[config.mk]
export PLATFORM = sky130hd
export DESIGN_NAME = dice_roller
export DESIGN_NICKNAME = d
export VERILOG_FILES = /design/src/rtl/dice_pkg.sv /design/src/rtl/button_debounce.sv /design/src/rtl/dice_roller.sv
export SDC_FILE = /design/constraint.sdc
export NUM_CORES = 1
export LEC_CHECK = 0
export CAP_MARGIN = 25
export CORE_ASPECT_RATIO = 0.75
export CORE_MARGIN = 4
export CORE_UTILIZATION = 30
export DETAILED_ROUTE_END_ITERATION = 10
export GPL_ROUTABILITY_DRIVEN = 0
export SETUP_SLACK_MARGIN = 0.02
export SLEW_MARGIN = 20
export SYNTH_ARGS = -nofsm -noshare
export SYNTH_HDL_FRONTEND = slang
export SYNTH_SLANG_ARGS = --single-unit
[constraint.sdc]
create_clock -name clock -period 4.58 [get_ports clock]
set_clock_uncertainty 0.05 [all_clocks]
set_input_delay 0.687 -clock clock [delete_from_list [all_inputs] [get_ports clock]]
set_output_delay 0.687 -clock clock [all_outputs]
set_load 0.05 [all_outputs]
[src/rtl/dice_pkg.sv]
// Shared types, segment patterns and the die-to-segment decoder for the dice game front end.
package dice_pkg;

  localparam int unsigned DIE_W = 3;
  localparam int unsigned SUM_W = 4;
  localparam int unsigned SEG_W = 7;

  typedef enum logic [1:0] {
    IDLE    = 2'd0,
    ROLLING = 2'd1,
    LATCH   = 2'd2
  } state_t;

  typedef logic [DIE_W-1:0] die_t;

  // Segment bit order is gfedcba, 1 = lit
  localparam logic [SEG_W-1:0] SEG_1     = 7'b0000110;
  localparam logic [SEG_W-1:0] SEG_2     = 7'b1011011;
  localparam logic [SEG_W-1:0] SEG_3     = 7'b1001111;
  localparam logic [SEG_W-1:0] SEG_4     = 7'b1100110;
  localparam logic [SEG_W-1:0] SEG_5     = 7'b1101101;
  localparam logic [SEG_W-1:0] SEG_6     = 7'b1111101;
  localparam logic [SEG_W-1:0] SEG_BLANK = 7'b0000000;

  function automatic logic [SEG_W-1:0] die_to_seg(input die_t d);
    logic [SEG_W-1:0] seg;
    seg = SEG_BLANK;
    case (d)
      3'd1:    seg = SEG_1;
      3'd2:    seg = SEG_2;
      3'd3:    seg = SEG_3;
      3'd4:    seg = SEG_4;
      3'd5:    seg = SEG_5;
      3'd6:    seg = SEG_6;
      default: seg = SEG_BLANK;
    endcase
    return seg;
  endfunction

endpackage

[src/rtl/button_debounce.sv]
// Two-flop synchronizer followed by a stable-sample counter; level moves only after
// DEBOUNCE_CYCLES consecutive samples disagree with it.
module button_debounce #(
  parameter int unsigned DEBOUNCE_CYCLES = 500000
) (
  input  logic clock,
  input  logic reset,
  input  logic raw,
  output logic level
);

  localparam int unsigned CNT_W = (DEBOUNCE_CYCLES > 1) ? $clog2(DEBOUNCE_CYCLES) : 1;

  logic [1:0]       sync_q;
  logic [CNT_W-1:0] cnt_q;
  logic [CNT_W-1:0] cnt_n;
  logic             level_n;

  // Any sample matching the current level restarts the count
  always_comb begin
    cnt_n   = '0;
    level_n = level;
    if (sync_q[1] != level) begin
      if (cnt_q == CNT_W'(DEBOUNCE_CYCLES - 1)) begin
        level_n = sync_q[1];
      end else begin
        cnt_n = cnt_q + CNT_W'(1);
      end
    end
  end

  always_ff @(posedge clock or negedge reset) begin
    if (!reset) begin
      sync_q <= '0;
      cnt_q  <= '0;
      level  <= 1'b0;
    end else begin
      sync_q <= {sync_q[0], raw};
      cnt_q  <= cnt_n;
      level  <= level_n;
    end
  end

endmodule

[src/rtl/dice_roller.sv]
// Dice game front end: debounced roll button, spinning die counters while held,
// latched result with a done strobe, and registered 7-segment patterns.
module dice_roller
  import dice_pkg::*;
#(
  parameter int unsigned DEBOUNCE_CYCLES = 500000,
  parameter bit          SHOW_SPIN       = 1'b1
) (
  input  logic             clock,
  input  logic             reset,
  input  logic             roll,
  output logic [DIE_W-1:0] die1,
  output logic [DIE_W-1:0] die2,
  output logic [SUM_W-1:0] sum,
  output logic             roll_done,
  output logic             rolling,
  output logic [SEG_W-1:0] disp1,
  output logic [SEG_W-1:0] disp2
);

  state_t           state_q;
  state_t           state_n;
  die_t             die1_n;
  die_t             die2_n;
  logic [SEG_W-1:0] disp1_n;
  logic [SEG_W-1:0] disp2_n;
  logic             have_result_q;
  logic             have_result_n;
  logic             btn_level;

  button_debounce #(
    .DEBOUNCE_CYCLES(DEBOUNCE_CYCLES)
  ) u_debounce (
    .clock(clock),
    .reset(reset),
    .raw  (roll),
    .level(btn_level)
  );

  // Next state, die counters and segment patterns all derive from the next state so
  // every output register lines up with the state it describes.
  always_comb begin
    state_n       = state_q;
    die1_n        = die1;
    die2_n        = die2;
    have_result_n = have_result_q;
    disp1_n       = SEG_BLANK;
    disp2_n       = SEG_BLANK;

    case (state_q)
      IDLE:    if (btn_level)  state_n = ROLLING;
      ROLLING: if (!btn_level) state_n = LATCH;
      LATCH:   state_n = IDLE;
      default: state_n = IDLE;
    endcase

    if (state_q == ROLLING) begin
      die1_n = (die1 == 3'd6) ? 3'd1 : die1 + 3'd1;
      if (die1 == 3'd6) begin
        die2_n = (die2 == 3'd6) ? 3'd1 : die2 + 3'd1;
      end
    end

    if (state_n == LATCH) have_result_n = 1'b1;

    if ((state_n == ROLLING && SHOW_SPIN) || (state_n != ROLLING && have_result_n)) begin
      disp1_n = die_to_seg(die1_n);
      disp2_n = die_to_seg(die2_n);
    end
  end

  always_ff @(posedge clock or negedge reset) begin
    if (!reset) begin
      state_q       <= IDLE;
      die1          <= 3'd1;
      die2          <= 3'd1;
      sum           <= 4'd2;
      roll_done     <= 1'b0;
      rolling       <= 1'b0;
      disp1         <= SEG_BLANK;
      disp2         <= SEG_BLANK;
      have_result_q <= 1'b0;
    end else begin
      state_q       <= state_n;
      die1          <= die1_n;
      die2          <= die2_n;
      sum           <= SUM_W'(die1_n) + SUM_W'(die2_n);
      roll_done     <= (state_n == LATCH);
      rolling       <= (state_n == ROLLING);
      disp1         <= disp1_n;
      disp2         <= disp2_n;
      have_result_q <= have_result_n;
    end
  end

endmodule

==> run metrics <==
outcome=finished clean; Post-Place Worst Slack=2.36 ns; clock-pin transition on the worst setup and hold timing paths=0.09 ns; Final Hold Viols=0; setup TNS=0 ns; Clock Tree Buf Depth=2; GRT Total Usage=0.102; CP Buf/Inv Count=1; first-pass GRT wire length=approximately 7400 um; CTS tree=yes; post-synth cell types=between 40 and 50; Tightest Pin Transition=0.760 ns; Area contributors post-synth=dfrtp_1, xnor2_1, nor2_1; Hold Crit Class=flop to flop; kind of critical path=flop to primary output; P_int=around 0.00055 W; Worst EP arrival=about 1.8 ns; Overflow after GRT=0; crit-path max cell delay=around 0.85 ns; hold path cells=0; synthesized instance count=~220; clock buffer count from CTS=5; FP Rows=27; CTS root buf=clkbuf_8; fin crit share=0.557; num ports=29; register area share after synthesis=0.532; switch share=0.222; minimum clock period=roughly 2.6 ns; aggregate routed wire length=about 4500 um; Die Span Y=roughly 84 um; syn_nets=~230; Pre-Repair DR Iteration Count=4; Area after DPL=0.00267 mm2; hold worst-path end=u_debounce.sync_q[1]; R2R depth=7; power per cell area=about 250 mW/mm2; DRC=0; CTS resizes=0; #FFs+latches synth=49; Post-CTS Hold Buffers=0; Worst Path Required=~3.8 ns; Crit. End Element=primary output; final-report max-slew violation count=0; worst setup margin=~2.0 ns; # H-tree levels=2; clock group share of total power=0.351; clock sinks=between 40 and 50; CP max stage cell=clkdlybuf4s50_1; Switch Pwr=0.000155 W; Ant. Diodes=0; die width=~110 um; Setup violations, final=0; die area=slightly above 0.009 mm2; area of the mapped netlist=around 0.0023 mm2; final instance area=about 0.0027 mm2; YS warnings=0; via count=roughly 1,600; # fillers=between 700 and 800; Area growth syn-to-layout=18.9%; Async SR Flop Fraction=1.00; crit path cell chain=clkdlybuf4s50_1; post-layout net count=~260; Routed wire per std cell=12.9 um; DRT antenna net count=0; max-cap viol count=0; EDFF count, synth=0; clk_lat worst skew=0.30 ns; Highest Clock Rate=approximately 0.39 GHz; Worst Path Max Fanout=13; DR iter-0 viols=82; commonest cells after routing, fill and taps aside=dfrtp_1, clkdlybuf4s50_1, nor2_1; Flop pwr share=0.625; Startpoint Class=flop; DP Wirelength=about 3200 um; leakage=about 1.2 nW; reg2reg end=sum[3]; commonest non-fill, non-tap cell in the layout=dfrtp_1; initial antenna violation count=0; post-CTS setup buffer count=0; Slew HR=0.493; Port Buffer Count=28; Avg Cell Area, Syn=10.3 um2; vias in the first global route=1,500; Initial Utilization=0.311; layout cell share with drive strength beyond 1=0.0924; Pwr Total=roughly 0.0007 W; Core Area=between 0.007 and 0.008 mm2; post-synth top area share=0.498; CP top delay family=buffers and inverters; Gate power share=0.024; largest net degree at the start of global routing=50; Max rail drop VDD=about 0.11 mV; vias per cell=about 4.6; worst r2r src=die1[1]; Post-synth top flop=dfrtp_1; flop2flop setup slack=roughly 2.4 ns; area leader, netlist=dfrtp_1; RSZ-0062 raised after global routing=false; Hold Crit Start=u_debounce.sync_q[0]
[cells by family (layout without fill, tap and decap cells)]
group,after synthesis,in the layout,share of synthesized area
AND/OR/NAND/NOR,92,92,0.212
XOR/XNOR,20,20,0.0758
multiplexers,2,2,0.00920
buffers and inverters,18,43,0.0330
flip-flops,49,49,0.532
AO/OA/AOI/OAI,36,36,0.0985
adder cells (fa/ha/maj),7,7,0.0390
[power by group through the flow]
stage	Sequential [W]	Clock [W]	Combinational, W
after floorplan	0.000446	0	0.00000604
after global placement	0.000446	0	0.0000177
after detailed placement	0.000446	0	0.0000181
after CTS	0.000438	0.000256	0.0000181
after global routing	0.000439	0.000279	0.0000200
final	0.000438	0.000246	0.0000169
[metrics by stage]
step	instances	hold WS, ns	utilization
6_report	350	0.313	0.370
5_1_grt	350	0.327	0.370
4_1_cts	350	0.315	0.370
3_5_place_dp	342	0.296	0.359
3_3_place_gp	342	0.288	0.359
2_1_floorplan	224	0.281	-
[synthesized netlist by cell type, types with 4 or more instances]
library cell,n
nor2b_1,4
a21o_1,4
nor2_1,25
nand4_1,6
inv_1,6
clkbuf_1,9
xnor2_1,13
a21oi_1,12
ha_1,4
nor3_1,5
nand2_1,19
nand3_1,7
xor2_1,7
dfrtp_1,46
o21ai_0,10
[registers in the layout, indices dropped and copies added, names as in the netlist]
signal             flops
die1                   3
die2                   3
disp1                  6
disp2                  6
have_result_q          1
roll_done              1
rolling                1
state_q                2
sum                    4
u_debounce.cnt_q      19
u_debounce.level       1
u_debounce.sync_q      2
[worst max-delay path by stage]
stage,start,to,slack (ns),depth (start not counted)
2_1_floorplan,die1[2],sum[3],2.21,8
3_3_place_gp,die1[0],die1[0],2.37,1
3_5_place_dp,die1[0],die1[0],2.36,1
4_1_cts,die1[0],die1[0],2.02,1
5_1_grt,die1[0],die1[0],1.97,1
6_report,die1[0],die1[0],2.03,1
[area by class of cell]
class	instances	area [um2]	area share
timing repair buffer	29	283	0.103
multi-input combinational	157	1000	0.365
tap	101	126	0.0460
clock inverter	2	10.0	0.00364
sequential	49	1230	0.447
clock buffer	6	72.6	0.0264
inverter	6	22.5	0.00819
[metal layers]
metal  GRT usage  wire length, um  up-vias
li1            -                -      821
met1       0.160             2430      757
met2       0.136             1850       41
met3      0.0247              182        4
met4      0.0306               41        0
met5           0                0        -
No activity file was read; power rests on OpenSTA's default activity.
